### config.mk
export PLATFORM = sky130hd
export DESIGN_NAME = omp_final_stage_ctrl
export DESIGN_NICKNAME = d
export VERILOG_FILES = /design/src/rtl/omp_final_stage_ctrl.sv
export SDC_FILE = /design/constraint.sdc
export NUM_CORES = 1
export LEC_CHECK = 0
export ABC_AREA = 0
export BUFFER_PORTS_ARGS = -buffer_cell sky130_fd_sc_hd__buf_2
export CAP_MARGIN = 20
export CORE_ASPECT_RATIO = 0.6
export CORE_MARGIN = 2
export CORE_UTILIZATION = 35
export DETAILED_ROUTE_END_ITERATION = 12
export PLACE_DENSITY = 0.59
export REMOVE_ABC_BUFFERS = 1
export SKIP_LAST_GASP = 1
export SYNTH_ARGS = -nofsm -noshare
export SYNTH_HDL_FRONTEND = slang
export SYNTH_SLANG_ARGS = --single-unit
### constraint.sdc
create_clock -name clk -period 10.27 [get_ports clk]
set_clock_uncertainty 0.1 [all_clocks]
set_input_delay 3.081 -clock clk [delete_from_list [all_inputs] [get_ports clk]]
set_output_delay 3.081 -clock clk [all_outputs]
set_load 0.02 [all_outputs]
### src/rtl/omp_final_stage_ctrl.sv
// Final OMP solve-stage sequencer: launches the b-vector engine, captures and
// validates its b stream, then launches the back-substitution solver.
module omp_final_stage_ctrl #(
  parameter int TIMEOUT_CYCLES = 4095,
  parameter int CNT_W          = 12
) (
  input  logic        clk,
  input  logic        rst_n,
  input  logic        start,
  input  logic        dri_mode,
  input  logic [3:0]  final_i,
  output logic        cb_start,
  output logic [4:0]  cb_K_final,
  output logic [2:0]  cb_M_limit,
  input  logic [3:0]  cb_b_idx,
  input  logic [23:0] cb_b_val,
  input  logic        cb_b_we,
  input  logic        cb_done,
  output logic        bs_start,
  input  logic        bs_done,
  input  logic [3:0]  b_rd_addr,
  output logic [23:0] b_rd_data,
  output logic        busy,
  output logic        done,
  output logic        err,
  output logic [1:0]  err_code
);

  // state    | meaning
  // IDLE     | waiting for start
  // LAUNCH_B | cb_start pulse, watchdog cleared
  // WAIT_B   | capturing b stream until cb_done or timeout
  // CHECK_B  | validating count and valid bitmap
  // LAUNCH_S | bs_start pulse, watchdog cleared
  // WAIT_S   | waiting for bs_done or timeout
  // FINISH   | done pulse, success
  // ERROR    | done pulse with err/err_code
  typedef enum logic [2:0] {
    S_IDLE, S_LAUNCH_B, S_WAIT_B, S_CHECK_B,
    S_LAUNCH_S, S_WAIT_S, S_FINISH, S_ERROR
  } state_t;

  localparam logic [CNT_W-1:0] WD_LAST = CNT_W'(TIMEOUT_CYCLES - 1);

  state_t           state_q;
  logic [CNT_W-1:0] wd_q;
  logic [4:0]       k_q;
  logic [2:0]       m_q;
  logic [4:0]       cnt_q;
  logic [15:0]      valid_q;
  logic             bad_q;
  logic             cb_start_q;
  logic             bs_start_q;
  logic             done_q;
  logic             err_q;
  logic [1:0]       code_q;
  logic [23:0]      b_file_q [16];

  logic        wr_en;
  logic        wr_bad;
  logic [15:0] k_mask;

  assign wr_en  = (state_q == S_WAIT_B) && cb_b_we;
  assign wr_bad = ({1'b0, cb_b_idx} >= k_q) || valid_q[cb_b_idx];

  always_comb begin
    k_mask = '0;
    for (int i = 0; i < 16; i++) begin
      k_mask[i] = (5'(i) < k_q);
    end
  end

  always_ff @(posedge clk or negedge rst_n) begin
    if (!rst_n) begin
      state_q    <= S_IDLE;
      wd_q       <= '0;
      k_q        <= '0;
      m_q        <= '0;
      cnt_q      <= '0;
      valid_q    <= '0;
      bad_q      <= 1'b0;
      cb_start_q <= 1'b0;
      bs_start_q <= 1'b0;
      done_q     <= 1'b0;
      err_q      <= 1'b0;
      code_q     <= 2'b00;
      for (int i = 0; i < 16; i++) begin
        b_file_q[i] <= '0;
      end
    end else begin
      cb_start_q <= 1'b0;
      bs_start_q <= 1'b0;
      done_q     <= 1'b0;

      // A write in the same cycle as cb_done is still captured before CHECK_B.
      if (wr_en) begin
        b_file_q[cb_b_idx] <= cb_b_val;
        valid_q[cb_b_idx]  <= 1'b1;
        cnt_q              <= cnt_q + 5'd1;
        if (wr_bad) bad_q <= 1'b1;
      end

      case (state_q)
        S_IDLE: begin
          if (start) begin
            k_q        <= {1'b0, final_i} + 5'd1;
            m_q        <= dri_mode ? 3'd7 : 3'd1;
            err_q      <= 1'b0;
            code_q     <= 2'b00;
            valid_q    <= '0;
            cnt_q      <= '0;
            bad_q      <= 1'b0;
            cb_start_q <= 1'b1;
            state_q    <= S_LAUNCH_B;
          end
        end
        S_LAUNCH_B: begin
          wd_q    <= '0;
          state_q <= S_WAIT_B;
        end
        S_WAIT_B: begin
          if (cb_done) begin
            state_q <= S_CHECK_B;
          end else if (wd_q == WD_LAST) begin
            err_q   <= 1'b1;
            code_q  <= 2'b01;
            done_q  <= 1'b1;
            state_q <= S_ERROR;
          end else begin
            wd_q <= wd_q + 1'b1;
          end
        end
        S_CHECK_B: begin
          if (bad_q || (cnt_q != k_q) || ((valid_q & k_mask) != k_mask)) begin
            err_q   <= 1'b1;
            code_q  <= 2'b10;
            done_q  <= 1'b1;
            state_q <= S_ERROR;
          end else begin
            bs_start_q <= 1'b1;
            state_q    <= S_LAUNCH_S;
          end
        end
        S_LAUNCH_S: begin
          wd_q    <= '0;
          state_q <= S_WAIT_S;
        end
        S_WAIT_S: begin
          if (bs_done) begin
            done_q  <= 1'b1;
            state_q <= S_FINISH;
          end else if (wd_q == WD_LAST) begin
            err_q   <= 1'b1;
            code_q  <= 2'b11;
            done_q  <= 1'b1;
            state_q <= S_ERROR;
          end else begin
            wd_q <= wd_q + 1'b1;
          end
        end
        S_FINISH: state_q <= S_IDLE;
        S_ERROR:  state_q <= S_IDLE;
        default:  state_q <= S_IDLE;
      endcase
    end
  end

  assign cb_start   = cb_start_q;
  assign bs_start   = bs_start_q;
  assign cb_K_final = k_q;
  assign cb_M_limit = m_q;
  assign busy       = (state_q != S_IDLE);
  assign done       = done_q;
  assign err        = err_q;
  assign err_code   = code_q;
  assign b_rd_data  = b_file_q[b_rd_addr];

endmodule

# Word-level counts from Yosys, hierarchy flattened
# Cells that the tools add are included.
# totals
in_bits,43
wordCells,142
output_inout_bits,39
reg_bits,435
# classes
n_eq_ne,16
bitwise_logic,4
addsub,3
reduce_logical,16
n_lt_le_gt_ge,22
n_mux,53
# ops
op,n
384-bit bitwise mux,1
24-bit binary-select mux with 4-bit select,1
24-bit demux with 4-bit select,1
24-bit 2-to-1 mux,3
16-bit 2-to-1 mux,3
"4-bit by 5-bit less-than comparator with 1-bit output, first input constant",8
12-bit 2-to-1 mux,3
12-bit one-hot mux with 3 select lines,1
3-bit one-hot mux with 7 select lines,1
"3-bit by 5-bit less-than comparator with 1-bit output, first input constant",4
1-bit 2-to-1 mux,19
16-bit bitwise AND,1
16-bit inequality test,1
16-bit bitwise OR,1
3-bit 2-to-1 mux,5
5-bit 2-to-1 mux,3
2-bit 2-to-1 mux,7
"12-bit by 1-bit adder with 12-bit output, second input constant",1
"12-bit == test, second input constant",1
"3-bit == test, second input constant",4
"5-bit >= comparator, second input constant",2
"1-bit by 5-bit less-than comparator with 1-bit output, first input constant",2
"2-bit by 5-bit less-than comparator with 1-bit output, first input constant",2
"2-bit inequality test, second input constant",5
26 further kinds,34

# Logic depth before layout (Yosys ltp)
# depth
ltp_word,8
depth_mapped,10
ltp_nobuf,8

# Least setup slack after synthesis
# OpenSTA, ideal clock, no wires.
# synth_path
path_type,input-to-output
startpoint,input b_rd_addr[0]
endpoint,output b_rd_data[0]
n_path_buf,3
t_required_ns,7.089
path_stages,5
path_slack_ns,2.197
arrival_ns,4.892
cell_sequence,clkbuf_1 buf_2 buf_2 mux4_2 mux4_2
# synth_between
elab_chain_cells,4
# synth_lines
item,line,text
from (decl),21,"input logic [3:0] b_rd_addr,"
4-bit inverter with 5-bit output (implied by the code),176,assign b_rd_data = b_file_q[b_rd_addr];
24-bit binary-select mux with 4-bit select,176,
24-bit 2-to-1 mux (implied by the code) (2 in a row),176,
to (decl),22,"output logic [23:0] b_rd_data,"
# Every way passes these cells. The select of a mux whose other input is x is not followed.

# Worst setup path after layout
# layout_path
startpoint,input b_rd_addr[0]
endpoint,output b_rd_data[15]
# The elaborated chain is that of the path after synthesis.

==> run metrics <==
Final min period approximately 8.5 ns; TritonCTS buffer count 42; clock slew at reported path FFs around 0.07 ns; crit path capture type output port; Yosys top cell by area dfrtp_1; Layout Nets approximately 1400; CTS Hold Bufs 0; Netlist cell types 57; DR DRC count 0; WP data arrival 5.32 ns; fin crit share 82.7%; Peak VDD IR 0.109 mV; status finished clean; drt total wl 47200 um; largest net degree at the start of global routing 195; CTS tree yes; maxcap violations 0; total grt overflow 0; Fin. Hold Viols 0; busiest grt layer met2; FFs w/ async S/R, synth 100%; DP Area 21000 sq um; vias in the first global route 12000; Setup Crit Path Kind in -> out; IO Port Bufs between 80 and 90; Post-synth EDFFs 0; Bufs on Longest Clock Path 3; drt via density about 5.3; flops & latches, synth between 400 and 500; fin area between 20000 and 25000 sq um; row count 67; initial core utilization 35.6%; Lkg Pwr just over 10 nW; post-synthesis sequential area ratio 54.5%; post-cts resize count 0; layout cells sized above 1 49.0%; Root Driver clkbuf_16; setup TNS 0 ns; Yosys warnings 0; Slew Limit Fails 0; met2 Usage GRT 26.2%; post-synth top area share about 54%; slew margin rel. 24.6%; cell with the most instances after synthesis dfrtp_1; Die X-Extent 312 um; H-tree Lvls 2; met3 GRT Util between 2 and 3%; Primary FF master, synth dfrtp_1; RSZ-0062 raised after global routing no; iteration count of the initial detailed-routing pass 5; FMAX 118 MHz; WHS 0.377 ns; actual slew at the worst max-slew pin about 1.1 ns; Final Setup Violations 0; multi-input logic area 8560 sq um; filler cell count 5177; FF-to-FF setup slack 6.91 ns; Post-Syn Area per Cell 15.3 sq um; die height around 190 um; first-pass GRT wire length 74300 um; drt wl/cell 22.2 um; Seq. cell area 10900 sq um; Sink Count 434; post-CTS setup buffers 0; Synth area leaders dfrtp_1, mux2_2, mux4_2; io pins 82; clk_lat worst skew 0.55 ns; GRT Util Overall 16.3%; Area Overhead vs Synth 12.4%; crit start category primary input; class of the worst hold path reg -> reg; initial antenna violation count 2; Worst Path Max Fanout between 50 and 60; Starting DRT DRC Count ~660; Final HPWL DP 27000 um; Final ANT Viol Nets 0; pwr dens 258 nW/um^2; gpl congestion 0.783; Worst Path Required 7.09 ns; grt met1 use 23.5%; most instantiated cells after synthesis dfrtp_1, mux2_2, mux4_2; Post-Synthesis Cell Area 19900 sq um; synthesized instance count between 1000 and 1500; die area 59000 sq um; routed vias 11200; Placeable Area 56100 sq um
==> worst max-delay path, stage by stage <==
cell and delay (ns):
buf_6 0.59, buf_4 0.34, mux4_2 0.52, mux4_2 0.54
buf_2 0.19
==> cell usage in the layout, fill, tap and decap left out, drive strengths merged, types with 2 or more instances in the layout <==
cell type,count
xor2,8
or2,2
or4,2
nor2,41
buf,96
or3,4
nand2b,5
nor3,9
nor3b,3
nand2,33
a21oi,26
a31oi,3
inv,25
bufinv,2
nand4,11
clkinv,6
and2,3
mux2,384
xnor2,10
mux4,125
nand3,7
clkbuf,61
ha,8
o211ai,2
nor4,3
dfrtp,434
a211oi,2
o2111ai,2
o21ai,19
nor2b,5
and3,3
a21o,2
==> flip-flops by register name, summed over array words and instances, names as in the netlist <==
signal / cells
b_file_q: 384
bad_q: 1
bs_start: 1
cb_K_final: 5
cb_M_limit: 2
cb_start: 1
cnt_q: 5
done: 1
err: 1
err_code: 2
state_q: 3
valid_q: 16
wd_q: 12
==> kinds of logic after synthesis <==
kind of cell,share of synthesized area [%]
AO/OA/AOI/OAI,2.05
AND/OR/NAND/NOR,3.59
flip-flops,54.5
XOR/XNOR,0.791
adder cells (fa/ha/maj),0.502
multiplexers,35.8
buffers and inverters,2.79
==> power by group <==
part	internal, mW	total (mW)	switching (mW)
clock	0.892	1.57	0.674
sequential	2.36	2.75	0.386
combinational	0.887	1.47	0.579
total	4.14	5.78	1.64
==> layout make-up <==
type / count / area share [%]
antenna: 1 / 0.0112
clock buffer: 61 / 5.55
clock inverter: 10 / 0.592
inverter: 24 / 0.402
multi-input combinational: 738 / 38.2
sequential: 434 / 48.5
tap: 759 / 4.24
timing repair buffer: 96 / 2.56
==> per-layer routing <==
metal | vias to the layer above | wire, um
li1 | 4896 | -
met3 | 57 | 2170
met2 | 208 | 21900
met1 | 6069 | 22400
met4 | 2 | 707
met5 | - | 13
==> metrics by stage <==
stage	util, %	std cells	setup WS, ns	power [mW]
2_1_floorplan	-	1196	3.00	3.77
3_3_place_gp	37.5	2051	1.72	4.19
3_5_place_dp	37.5	2051	1.68	4.26
4_1_cts	40.0	2122	1.68	5.84
5_1_grt	40.0	2122	1.59	6.13
6_report	40.0	2123	1.77	5.78
==> final timing paths <==
path                               start             to  cells after the start
setup / recovery            b_rd_addr[0]  b_rd_data[15]                      5
hold / removal             cb_M_limit[0]  cb_M_limit[0]                      1
setup reg to reg              state_q[1]  b_file_q[199]                      6
hold reg to reg            cb_M_limit[0]  cb_M_limit[0]                      1
max in group asynchronous          rst_n  b_file_q[347]                      2
min in group asynchronous          rst_n  b_file_q[284]                      1
Power figures use the tool's default switching activity.
